File: src/rtl/alu_pkg.sv
// Shared definitions for the multi-cycle ALU: opcodes, NZCV bit positions and FSM states.
package alu_pkg;

   localparam logic [2:0] OP_ADD = 3'b000;
   localparam logic [2:0] OP_SUB = 3'b001;
   localparam logic [2:0] OP_AND = 3'b010;
   localparam logic [2:0] OP_ORR = 3'b011;
   localparam logic [2:0] OP_EOR = 3'b100;
   localparam logic [2:0] OP_LSL = 3'b101;
   localparam logic [2:0] OP_LSR = 3'b110;
   localparam logic [2:0] OP_MUL = 3'b111;

   localparam int unsigned FLAG_N = 3;
   localparam int unsigned FLAG_Z = 2;
   localparam int unsigned FLAG_C = 1;
   localparam int unsigned FLAG_V = 0;

   typedef enum logic [1:0] {
      IDLE = 2'd0,
      MUL  = 2'd1,
      DONE = 2'd2
   } state_e;

endpackage

File: src/rtl/alu_mul_seq.sv
// Sequential shift-add multiplier: one partial product per cycle, WIDTH cycles after start.
// done and product are combinational during the last iteration so the caller can load them.
module alu_mul_seq #(
   parameter int unsigned WIDTH = 32
) (
   input  logic             clk,
   input  logic             reset_n,
   input  logic             start,
   input  logic [WIDTH-1:0] a,
   input  logic [WIDTH-1:0] b,
   output logic             busy,
   output logic             done,
   output logic [WIDTH-1:0] product
);

   localparam int unsigned CntW = $clog2(WIDTH);
   localparam logic [CntW-1:0] LastCnt = CntW'(WIDTH - 1);

   logic             busy_q;
   logic [CntW-1:0]  cnt_q;
   logic [WIDTH-1:0] mcand_q;
   logic [WIDTH-1:0] mplier_q;
   logic [WIDTH-1:0] acc_q;
   logic [WIDTH-1:0] acc_d;

   // Only the low WIDTH bits of the product are kept, so a WIDTH-bit accumulator suffices.
   assign acc_d   = acc_q + (mplier_q[0] ? mcand_q : '0);
   assign done    = busy_q && (cnt_q == LastCnt);
   assign busy    = busy_q;
   assign product = acc_d;

   always_ff @(posedge clk or negedge reset_n) begin
      if (!reset_n) begin
         busy_q   <= 1'b0;
         cnt_q    <= '0;
         mcand_q  <= '0;
         mplier_q <= '0;
         acc_q    <= '0;
      end else if (start) begin
         busy_q   <= 1'b1;
         cnt_q    <= '0;
         mcand_q  <= a;
         mplier_q <= b;
         acc_q    <= '0;
      end else if (busy_q) begin
         acc_q    <= acc_d;
         mcand_q  <= mcand_q << 1;
         mplier_q <= mplier_q >> 1;
         cnt_q    <= cnt_q + 1'b1;
         if (done) begin
            busy_q <= 1'b0;
         end
      end
   end

endmodule

File: src/rtl/alu_mc.sv
// Multi-cycle ALU with valid/ready handshake, persistent NZCV register and optional
// sequential multiplier.
module alu_mc
   import alu_pkg::*;
#(
   parameter int unsigned WIDTH  = 32,
   parameter int unsigned MUL_EN = 1
) (
   input  logic             clk,
   input  logic             reset_n,
   input  logic             in_valid,
   output logic             in_ready,
   input  logic [WIDTH-1:0] a,
   input  logic [WIDTH-1:0] b,
   input  logic [2:0]       aluctrl,
   input  logic             set_flags,
   output logic             out_valid,
   input  logic             out_ready,
   output logic [WIDTH-1:0] result,
   output logic             zero,
   output logic [3:0]       flags
);

   state_e           state_q;
   logic [WIDTH-1:0] result_q;
   logic             zero_q;
   logic [3:0]       flags_q;
   logic             out_valid_q;
   logic             setf_q;

   logic             accept;
   logic             is_mul;
   logic             mul_start;
   logic             mul_busy;
   logic             mul_done;
   logic [WIDTH-1:0] mul_product;

   logic [7:0]       amt;
   logic [WIDTH:0]   sum_ext;
   logic [WIDTH:0]   diff_ext;
   logic [WIDTH:0]   lsl_ext;
   logic [WIDTH:0]   lsr_ext;
   logic [WIDTH-1:0] op_res;
   logic             op_c;
   logic             op_v;
   logic             op_c_upd;
   logic             op_v_upd;

   logic [WIDTH-1:0] fin_res;
   logic             fin_setf;
   logic             fin_c_upd;
   logic             fin_v_upd;
   logic [3:0]       flags_d;

   assign in_ready  = (state_q == IDLE) || ((state_q == DONE) && out_ready);
   assign accept    = in_valid && in_ready;
   assign is_mul    = (aluctrl == OP_MUL) && (MUL_EN != 0);
   assign mul_start = accept && is_mul && !mul_busy;

   assign result    = result_q;
   assign zero      = zero_q;
   assign flags     = flags_q;
   assign out_valid = out_valid_q;

   if (MUL_EN != 0) begin : g_mul
      alu_mul_seq #(
         .WIDTH(WIDTH)
      ) u_mul (
         .clk    (clk),
         .reset_n(reset_n),
         .start  (mul_start),
         .a      (a),
         .b      (b),
         .busy   (mul_busy),
         .done   (mul_done),
         .product(mul_product)
      );
   end else begin : g_no_mul
      assign mul_busy    = 1'b0;
      assign mul_done    = 1'b0;
      assign mul_product = '0;
   end

   // Extended shifts: the extra bit catches the last bit shifted out, and any
   // amount above WIDTH naturally yields result 0 with carry 0.
   always_comb begin
      amt      = b[7:0];
      sum_ext  = {1'b0, a} + {1'b0, b};
      diff_ext = {1'b0, a} + {1'b0, ~b} + {{WIDTH{1'b0}}, 1'b1};
      lsl_ext  = {1'b0, a} << amt;
      lsr_ext  = {a, 1'b0} >> amt;
      op_res   = '0;
      op_c     = 1'b0;
      op_v     = 1'b0;
      op_c_upd = 1'b0;
      op_v_upd = 1'b0;
      unique case (aluctrl)
         OP_ADD: begin
            op_res   = sum_ext[WIDTH-1:0];
            op_c     = sum_ext[WIDTH];
            op_v     = (a[WIDTH-1] == b[WIDTH-1]) && (sum_ext[WIDTH-1] != a[WIDTH-1]);
            op_c_upd = 1'b1;
            op_v_upd = 1'b1;
         end
         OP_SUB: begin
            op_res   = diff_ext[WIDTH-1:0];
            op_c     = diff_ext[WIDTH];
            op_v     = (a[WIDTH-1] != b[WIDTH-1]) && (diff_ext[WIDTH-1] != a[WIDTH-1]);
            op_c_upd = 1'b1;
            op_v_upd = 1'b1;
         end
         OP_AND: op_res = a & b;
         OP_ORR: op_res = a | b;
         OP_EOR: op_res = a ^ b;
         OP_LSL: begin
            op_res   = lsl_ext[WIDTH-1:0];
            op_c     = lsl_ext[WIDTH];
            op_c_upd = (amt != 8'd0);
         end
         OP_LSR: begin
            op_res   = lsr_ext[WIDTH:1];
            op_c     = lsr_ext[0];
            op_c_upd = (amt != 8'd0);
         end
         OP_MUL: op_res = '0;
      endcase
   end

   always_comb begin
      if (state_q == MUL) begin
         fin_res   = mul_product;
         fin_setf  = setf_q;
         fin_c_upd = 1'b0;
         fin_v_upd = 1'b0;
      end else begin
         fin_res   = op_res;
         fin_setf  = set_flags;
         fin_c_upd = op_c_upd;
         fin_v_upd = op_v_upd;
      end
      flags_d = flags_q;
      if (fin_setf) begin
         flags_d[FLAG_N] = fin_res[WIDTH-1];
         flags_d[FLAG_Z] = (fin_res == '0);
         if (fin_c_upd) flags_d[FLAG_C] = op_c;
         if (fin_v_upd) flags_d[FLAG_V] = op_v;
      end
   end

   always_ff @(posedge clk or negedge reset_n) begin
      if (!reset_n) begin
         state_q     <= IDLE;
         result_q    <= '0;
         zero_q      <= 1'b1;
         flags_q     <= 4'b0000;
         out_valid_q <= 1'b0;
         setf_q      <= 1'b0;
      end else begin
         unique case (state_q)
            IDLE, DONE: begin
               if (accept && is_mul) begin
                  state_q     <= MUL;
                  out_valid_q <= 1'b0;
                  setf_q      <= set_flags;
               end else if (accept) begin
                  state_q     <= DONE;
                  out_valid_q <= 1'b1;
                  result_q    <= fin_res;
                  zero_q      <= (fin_res == '0);
                  flags_q     <= flags_d;
               end else if ((state_q == DONE) && out_ready) begin
                  state_q     <= IDLE;
                  out_valid_q <= 1'b0;
               end
            end
            MUL: begin
               if (mul_done) begin
                  state_q     <= DONE;
                  out_valid_q <= 1'b1;
                  result_q    <= fin_res;
                  zero_q      <= (fin_res == '0);
                  flags_q     <= flags_d;
               end
            end
            default: begin
               state_q     <= IDLE;
               out_valid_q <= 1'b0;
            end
         endcase
      end
   end

endmodule

File: config.mk
export PLATFORM = sky130hd
export DESIGN_NAME = alu_mc
export DESIGN_NICKNAME = d
export VERILOG_FILES = /design/src/rtl/alu_pkg.sv /design/src/rtl/alu_mul_seq.sv /design/src/rtl/alu_mc.sv
export SDC_FILE = /design/constraint.sdc
export NUM_CORES = 1
export LEC_CHECK = 0
export BUFFER_PORTS_ARGS = -buffer_cell sky130_fd_sc_hd__buf_2
export CORE_UTILIZATION = 26
export DETAILED_ROUTE_END_ITERATION = 12
export PLACE_DENSITY_LB_ADDON = 0.08
export SYNTH_ARGS = -nofsm -noshare
export SYNTH_HDL_FRONTEND = slang
export SYNTH_SLANG_ARGS = --single-unit
File: constraint.sdc
create_clock -name clk -period 7.5 [get_ports clk]
set_clock_uncertainty 0.2 [all_clocks]
set_input_delay 0.375 -clock clk [delete_from_list [all_inputs] [get_ports clk]]
set_output_delay 0.375 -clock clk [all_outputs]
set_load 0.005 [all_outputs]
[After elaboration in Yosys (flattened, before gate mapping)]
Cells that the tools add are included.
W data, S select, Z words.
Cells by class
  add/subtract/negate cells: 5
  shifts and indexed selects: 2
  reduce and logical (&&, ||, !) cells: 21
  div/mod/pow operators: 0
  equality and inequality tests: 18
  order comparisons: 0
  multiplexer cells: 46
  bitwise gates (word level): 4
  multipliers: 0
Operators by type and width (count)
  $mux W32: 11
  $pmux W32 S8: 1
  $add A32 B32 Y33: 2
  $pmux W32 S2: 1
  $add A33 B1 Y33 const B: 1
  $shl A32 B8 Y33: 1
  $shr A33 B8 Y33: 1
  $add A32 B32 Y32: 1
  $and A32 B32 Y32: 1
  $logic_not A32 Y1: 1
  $not A32 Y32: 1
  $or A32 B32 Y32: 1
  $xor A32 B32 Y32: 1
  $mux W1: 16
  $mux W4: 4
  $eq A3 B3 Y1 const B: 4
  $mux W5: 2
  $mux W2: 4
  $pmux W1 S2: 4
  $pmux W4 S2: 1
  $reduce_bool A8 Y1: 1
  $logic_and A1 B1 Y1: 7
  $eq A3 B2 Y1 const B: 2
  $reduce_or A2 Y1: 3
  19 further kinds: 24
Storage, ports and cells
  output and inout port bits: 39
  memory bits (writable): 0
  memory bits (read-only): 0
  memories: 0
  input port bits: 72
  latch bits: 0
  register bits after elaboration: 143

[Depth between registers and ports, before layout]
Gate-level depths: netlist of the first run.
  word-level depth: 11
  mapped depth: 19
  depth with buffers taken out: 16

[Hierarchy]
A second synthesis of the first run with hierarchy kept.
Second synthesis, totals
  cells, all modules: 2420
  area total of the unflattened synthesis: 18670.4 um2
Modules (own cells, without submodules)
  alu_mc: instances 1, area each 12279.3 um2, sequential area each 1002.2 um2, cells each 1732
  alu_mul_seq: instances 1, area each 6391.1 um2, sequential area each 2552.4 um2, cells each 688

[Worst setup path before layout of the first run]
OpenSTA, ideal clock, no wires.
  path kind: input-to-reg
  start point: input b[2]
  end point: register result_q[31], in the netlist result[31]
  slack: 2.546 ns
  buffers on the path: 5
  stages: 18
  arrival: 4.630 ns
  cells stage by stage: clkbuf_1 inv_1 clkbuf_1 clkbuf_1 buf_1 ha_1 buf_2 or4_1 a21oi_2 o21ai_1 o31ai_2 a221oi_1 o21bai_1 a21oi_1 o31ai_2 xnor2_1 a311o_1 mux2_2
Between the ends
  word-level cells in the longest chain between the ends: 8
Ends and longest elaborated chain
  start: declaration: line alu_mc.sv:14  | input logic [WIDTH-1:0] b,
  $not A32 Y32: line alu_mc.sv:89  | diff_ext = {1'b0, a} + {1'b0, ~b} + {{WIDTH{1'b0}}, 1'b1};
  $add A32 B32 Y33: line alu_mc.sv:89
  $add A33 B1 Y33: line alu_mc.sv:89
  $pmux W32 S8 (*): line alu_mc.sv:97  | unique case (aluctrl)
  $mux W32 (*): line alu_mc.sv:130  | if (state_q == MUL) begin
  $mux W32: line alu_mc.sv:165  | end else if (accept) begin
  $mux W32: line alu_mc.sv:161  | if (accept && is_mul) begin
  $pmux W32 S2 (*): line alu_mc.sv:159  | unique case (state_q)
  end signal: assignment: line alu_mc.sv:168  | result_q <= fin_res;
  end signal: assignment: line alu_mc.sv:180  | result_q <= fin_res;
  end: declaration: line alu_mc.sv:25  | logic [WIDTH-1:0] result_q;
Every way passes the cells marked *; elsewhere a longest branch is shown, timed or not. The select of a mux whose other input is x is not followed.
A chain may end at the register's enable or synchronous reset.

[Worst setup path after layout of the first run]
  start point: input a[0]
  end point: register flags_q[2], in the netlist flags[2]
Between the ends
  word-level cells in the longest chain between the ends: 9
Ends and longest elaborated chain
  start: declaration: line alu_mc.sv:13  | input logic [WIDTH-1:0] a,
  $add A32 B32 Y33: line alu_mc.sv:89
  $add A33 B1 Y33: line alu_mc.sv:89
  $pmux W32 S8 (*): line alu_mc.sv:97
  $mux W32 (*): line alu_mc.sv:130
  $logic_not A32 Y1 (*): line alu_mc.sv:144  | flags_d[FLAG_Z] = (fin_res == '0);
  $mux W4 (*): line alu_mc.sv:142  | if (fin_setf) begin
  $mux W4: line alu_mc.sv:165
  $mux W4: line alu_mc.sv:161
  $pmux W4 S2 (*): line alu_mc.sv:159
  end signal: assignment: line alu_mc.sv:170  | flags_q <= flags_d;
  end signal: assignment: line alu_mc.sv:182  | flags_q <= flags_d;
  end: declaration: line alu_mc.sv:27  | logic [3:0] flags_q;
Marks and branches as above.

==> results of run 1 <==
-- layout by cell type, fill, tap and decap left out, drive strengths merged, types with 13 or more instances in the layout --
master / count
and3: 13
a21o: 31
dlygate4sd3: 17
and2: 44
nor4: 22
o22ai: 20
buf: 168
a21oi: 166
mux2: 43
a31oi: 22
o211ai: 24
nand2b: 19
nor3: 53
inv: 124
a211oi: 26
xor2: 14
mux4: 16
mux2i: 111
o21a: 16
o221ai: 15
nand4: 31
nor2b: 28
o21ai: 227
nor2: 161
a22oi: 20
dfrtp: 141
nand3: 50
xnor2: 36
ha: 129
nand2: 353
o31ai: 31
or3: 14
clkbuf: 17
a221oi: 25
-- logic make-up after synthesis --
family / after synthesis / synth area share [%]
buf+inv: 285 / 6.30
simple gates: 835 / 22.0
xor+xnor: 50 / 2.47
compound gates: 775 / 28.6
flops: 142 / 20.1
fa+ha+maj: 133 / 9.50
mux: 170 / 11.1
-- per-layer routing --
metal / vias up / GRT usage, % / part of all wire [%]
li1: 8855 / - / -
met1: 9878 / 40.0 / 45
met2: 944 / 43.9 / 43
met3: 172 / 4.95 / 6.8
met4: 2 / 14.6 / 5.2
met5: - / 0 / 0.0097
-- how the worst max path moves through the flow --
stage	slack (ns)	start	endpoint	depth (start not counted)
2_1_floorplan	2.55	b[2]	result[31]	18
3_3_place_gp	1.68	b[4]	flags[2]	15
3_5_place_dp	1.67	b[1]	flags[2]	15
4_1_cts	2.03	a[0]	zero	18
5_1_grt	1.58	a[0]	flags[2]	18
6_report	1.75	a[0]	flags[2]	18
-- area by class of cell --
type,instances,share of cell area (%)
antenna,1,0.0125
clock buffer,17,2.13
clock inverter,15,0.970
inverter,116,2.18
multi-input combinational,1963,65.6
sequential,142,17.8
tap,873,5.47
timing repair buffer,185,5.83
-- worst min-delay path, stage by stage --
cell     delay (ns)
buf_2          0.11
mux2i_1        0.06
o21ai_0        0.14
-- repair_timing --
action                    CTS  global route
hold buffers               17             0
buffers inserted            0             0
hold endpoints to repair   94             0
-- flip-flops by register name (all words and copies together), names as in the netlist --
register / flops
g_mul.u_mul.mplier_q: 32
g_mul.u_mul.cnt_q: 5
g_mul.u_mul.busy: 1
flags: 4
g_mul.u_mul.mcand_q: 32
setf_q: 1
result: 32
state_q: 2
g_mul.u_mul.acc_q: 32
zero: 1
-- stage by stage --
step / instances / setup WS, ns / cell area, um^2
after floorplan: 2390 / 2.55 / 17700
after global placement: 3262 / 1.68 / 19200
after detailed placement: 3262 / 1.67 / 19200
after CTS: 3311 / 2.03 / 20000
after global routing: 3311 / 1.58 / 20000
final: 3312 / 1.75 / 20000
-- cell usage after synthesis, types with 21 or more instances --
library cell | n | area, um^2
a211oi_1 | 26 | 195
a21o_1 | 31 | 233
a21oi_1 | 165 | 826
a221oi_1 | 25 | 219
a31oi_1 | 22 | 138
and2_1 | 44 | 275
clkbuf_1 | 128 | 480
dfrtp_1 | 141 | 3530
ha_1 | 129 | 1610
inv_1 | 112 | 420
mux2_2 | 33 | 372
mux2i_1 | 111 | 1110
nand2_1 | 353 | 1330
nand3_1 | 50 | 250
nand4_1 | 31 | 194
nor2_1 | 161 | 604
nor2b_1 | 28 | 175
nor3_1 | 53 | 265
nor4_1 | 21 | 131
o211ai_1 | 24 | 180
o21ai_0 | 198 | 991
o21ai_1 | 29 | 145
o31ai_1 | 29 | 218
xnor2_1 | 36 | 315
-- where the power goes --
part / switching [W] / internal, W / leakage, nW
combinational: 0.00137 / 0.000668 / 6.56
clock: 0.000468 / 0.000508 / 0.302
sequential: 0.000203 / 0.00102 / 1.86
total: 0.00204 / 0.00220 / 8.73
==> flow_metrics.tcl, run 1 <==
set metrics [dict create \
    r2r-start "g_mul.u_mul.mplier_q[0]" \
    areaGrowthSynthToFinish_pct 12.7 \
    die_h_um 263 \
    io_buffers 110 \
    totalPowerFinal_w 0.00424 \
    grt_pass1_vias 18900 \
    setup_viol 0 \
    power_density_nw_per_um2 212 \
    relSlewSlack_pct 16.0 \
    rsz0062_at_grt "no" \
    gp_congestion 1.00 \
    whs_ns 0.0317 \
    grt-ovfl-total 0 \
    yosysSeqAreaShare_pct 20.1 \
    crit_slowest_cell "o311ai_1" \
    clock-sinks 142 \
    hold_start "b[15]" \
    hold_end "g_mul.u_mul.mplier_q[15]" \
    avgSynthCellArea_um2 7.42 \
    crit_type "in -> reg" \
    clock_latency_ns 0.50 \
    cp.required_ns 7.70 \
    peakVddDrop_mv 0.0956 \
    grt_max_degree 89 \
    setup_tns_ns 0 \
    seq_area_um2 3560 \
    path_cells "dlygate4sd3_1 -> buf_2 -> inv_1 -> ha_1 -> inv_1 -> fa_1 -> nor2b_1 -> o311ai_1 -> o211ai_1 -> mux2i_1 -> nand4_1 -> o32ai_1 -> nand3_1 -> nor4_1 -> nand4_1 -> nor4_1 -> nand3_1 -> o31ai_1" \
    ant_nets 0 \
    final_nets 2629 \
    path_clk_slew_ns 0.07 \
    critPathArrivalTime_ns 5.95 \
    cts_resized 0 \
    root_buffer "clkbuf_16" \
    die_w_um 263 \
    critPathLaunchType "input pin" \
    grt_pass1_wl_mm 146 \
    tightest_slew_ns 1.25 \
    htreeDepth 4 \
    r2r_cells 16 \
    critPathTopFamily "simple AND/OR/NAND/NOR gates" \
    utilization_pct 29.7 \
    yosysWarnings 0 \
    core_um2 67300 \
    cp-end-kind "register" \
    fmax_ghz 0.174 \
    path_max_fanout 6 \
    fillers 7462 \
    synth-seq-cells 142 \
    routed_wl_mm 103 \
    rows 95 \
    start_util_pct 26.3 \
    die_area_um2 69200 \
    vias 19900 \
    hold_viol 0 \
    r2r_setup_slack_ns 2.02 \
    hold_depth 3 \
    antenna_found_initial 5 \
    cts_buffer_depth 2 \
    drv_cap 0 \
    synth_nets 2594 \
    drc 0 \
    r2r-end "flags[2]" \
    dr.pass1.iters 6 \
    async_reset_ff_share_pct 100 \
    io-pin-count 111 \
    multi_input_area_um2 13100 \
    drive_gt1_share_pct 11.6 \
    min_path_type "in -> reg" \
    final.period_utilization_pct 76.6 \
    max_stage_delay_ns 0.71 \
    ys.flop_type "dfrtp_1" \
    grt.total_usage_pct 29.2 \
    synthCells 2390 \
    wl_per_cell_um 31.1 \
    synth_cell_types 94 \
    synth_edf_count 0 \
    final-max-slew-violation-count 0 \
    min_period_ns 5.75 \
    cts_tree "yes" \
    cts_made_buffers 17 \
    viasPerCell 5.99 \
    leakage_nw 8.73 \
    syn_area_um2 17700 \
    outcome "finished, final reports clean" \
    critPathBufInv 4 \
    dpl.hpwl_mm 80.6 \
    drtIter0Drc 2110 \
]
Power figures use the tool's default switching activity.
==> run 2, diff against run 1 <==
Settings changed: ABC_AREA set to 1.
Clock period 7.5 ns to 5.45 ns, I/O delays scaled along.
==> flow_metrics.tcl, run 2 <==
set metrics [dict create \
    hold_start "a[10]" \
    yosysTopAreaCell "nand2_1" \
    fin_area_um2 20400 \
    areaGrowthSynthToFinish_pct 12.5 \
    relSlewSlack_pct 32.1 \
    path_clk_slew_ns 0.08 \
    async_reset_ff_share_pct 100 \
    yosysSeqAreaShare_pct 19.6 \
    cts_made_buffers 17 \
    grt_pass1_vias 21200 \
    intPower_w 0.00296 \
    grt.total_usage_pct 29.4 \
    combPwrFrac_pct 46.4 \
    grt_max_degree 68 \
    avgSynthCellArea_um2 5.78 \
    synth_cell_types 51 \
    final_common_cell "nand2_1" \
    fmax_ghz 0.253 \
    r2r_setup_slack_ns 1.50 \
    syn_area_um2 18100 \
    fillers 8022 \
    path_cells "dlygate4sd3_1 -> buf_2 -> inv_1 -> ha_1 -> nand2_1 -> nor2_1 -> and2_1 -> nand2_1 -> nand2_1 -> nand2_1 -> nand2_1 -> nand2_1 -> nand3_1 -> nand4_1 -> nand2_1 -> nand2_1 -> nor2_1 -> nand3_1 -> nor2_2 -> nand3_1 -> nand2_1" \
    routed_wl_mm 104 \
    setup_viol 0 \
    drc 0 \
    r2r-start "g_mul.u_mul.mplier_q[0]" \
    placed_area_um2 19500 \
    critPathLaunchType "input pin" \
    htreeDepth 4 \
    crit_start "b[12]" \
    cts_resized 0 \
    swShare_pct 47.8 \
    whs_ns 0.0248 \
    drtIter0Drc 1924 \
    clock-sinks 142 \
    cts_tree "yes" \
    antenna_cells 0 \
    antenna_found_initial 4 \
    drv_cap 0 \
    io_buffers 110 \
    dpl.hpwl_mm 85.4 \
    synth-seq-cells 142 \
    peakVddDrop_mv 0.234 \
    clock_latency_ns 0.48 \
    viasPerCell 5.23 \
    vias 21600 \
    die_area_um2 70800 \
    power_density_nw_per_um2 278 \
    die_h_um 266 \
    die_w_um 266 \
    instances_no_fill 4133 \
    final.period_utilization_pct 72.6 \
    min_period_ns 3.96 \
    core_um2 68800 \
    dp_cells 4077 \
    r2r-end "flags[2]" \
    seqPwrFrac_pct 30.4 \
    cp.required_ns 5.66 \
    cp-end-kind "register" \
    final_nets 3393 \
    synth_top_area_share_pct 21.8 \
    start_util_pct 26.4 \
    synth_nets 3344 \
    critPathArrivalTime_ns 4.17 \
    wl_per_cell_um 25.2 \
    synthCells 3140 \
    synth_edf_count 0 \
    grt-ovfl-total 0 \
    root_buffer "clkbuf_16" \
    max_stage_delay_ns 0.52 \
    clock_power_share_pct 23.2 \
    r2r_cells 18 \
    ys.flop_type "dfrtp_1" \
    crit_type "in -> reg" \
    hold_end "g_mul.u_mul.mcand_q[10]" \
    rows 96 \
    hold_depth 3 \
    setup_tns_ns 0 \
    drive_gt1_share_pct 7.31 \
    cts_buffer_depth 2 \
    tightest_slew_ns 1.02 \
    path_max_fanout 9 \
    yosysMostFrequentCell "nand2_1" \
    outcome "finished, final reports clean" \
    final_cell_mix "nand2_1 (1,052), inv_1 (407), nand3_1 (385)" \
    min_path_type "in -> reg" \
    ant_nets 0 \
    crit_slowest_cell "dlygate4sd3_1" \
    ys_top_cells_by_count "nand2_1 (1,052), inv_1 (409), nand3_1 (385)" \
    yosysWarnings 0 \
    rsz0062_at_grt "no" \
    grt_pass1_wl_mm 149 \
    final-max-slew-violation-count 0 \
    leakage_nw 10.8 \
    dr.pass1.iters 5 \
    switchingPower_w 0.00271 \
    synth.area.top_cells "nand2_1 (22%), dfrtp_1 (19%), nand3_1 (11%)" \
    cpMostUsedCell "nand2_1" \
    io-pin-count 111 \
    gp_congestion 0.990 \
    hold_viol 0 \
    postCtsSetupBuffers 0 \
]
-- run 2: cell count changes in the layout (fill, tap and decap cells not counted), sizes merged, moves of 27 or more --
cell | previous run | this run
nor2 | 161 | 252
mux2 | 43 | 0
mux2i | 111 | 0
nor2b | 28 | 0
xnor2 | 36 | 9
nand3 | 50 | 398
and2 | 44 | 7
o31ai | 31 | 0
nor3 | 53 | 20
nand2 | 353 | 1068
inv | 124 | 423
o21ai | 227 | 162
-- run 2: metal layers --
layer,share of wire [%],vias to the layer above,GRT usage (%)
met4,4.5,8,12.2
met1,45,10400,39.3
met5,0.044,-,0
li1,-,10300,-
met3,5.4,124,3.80
met2,45,781,47.3
-- run 2: how the worst max path moves through the flow --
stage | to | slack [ns] | cells past startpoint
2_1_floorplan | flags[2] | 2.38 | 21
3_3_place_gp | flags[2] | 1.19 | 21
3_5_place_dp | flags[2] | 1.31 | 21
4_1_cts | flags[2] | 1.51 | 19
5_1_grt | flags[2] | 1.10 | 20
6_report | flags[2] | 1.49 | 21
-- run 2: power by group through the flow --
stage	Combinational (W)	Sequential, W	Clock, W
global route	0.00289	0.00176	0.00138
finish	0.00263	0.00172	0.00132
global placement	0.00260	0.00174	0
detailed placement	0.00259	0.00174	0
floorplan	0.00163	0.00158	0
CTS	0.00262	0.00172	0.00135
-- run 2: kinds of logic (layout without fill, tap and decap cells) --
family,Yosys count,count (layout),share of synthesized area [%]
buffers and inverters,558,620,12.2
adders and majority gates,132,132,9.23
DFF,142,142,19.6
xor gates and xnor gates,28,28,1.35
and+or+nand+nor,1799,1799,41.8
AOI/OAI and AO/OA,481,481,15.8
-- run 2: cell type report --
cell class / count / area [um^2] / share of cell area, %
clock inverters: 14 / 191 / 0.938
flip-flops and latches: 142 / 3560 / 17.4
repair buffers: 170 / 1080 / 5.29
clock buffers: 18 / 439 / 2.15
inverters: 418 / 1570 / 7.68
multi-input cells: 2440 / 12400 / 60.8
well taps: 931 / 1160 / 5.70
-- run 2: timing repair --
item                                    CTS  global route
hold buffers                             24             0
endpoints found under the hold margin    70             0
endpoints found under the setup margin    0             0
-- run 2: worst max-delay path: cells and delay by family --
kind | cells | cell delay [ns]
fa+ha+maj | 1 | 0.47
buf+inv | 3 | 0.69
simple gates | 17 | 2.73
-- run 2: through the flow --
stage / worst slack, ns / power, W / utilization, %
floorplan: 2.38 / 0.00321 / -
global placement: 1.19 / 0.00434 / 28.4
detailed placement: 1.31 / 0.00433 / 28.4
CTS: 1.51 / 0.00569 / 29.7
global route: 1.10 / 0.00603 / 29.7
finish: 1.49 / 0.00567 / 29.7
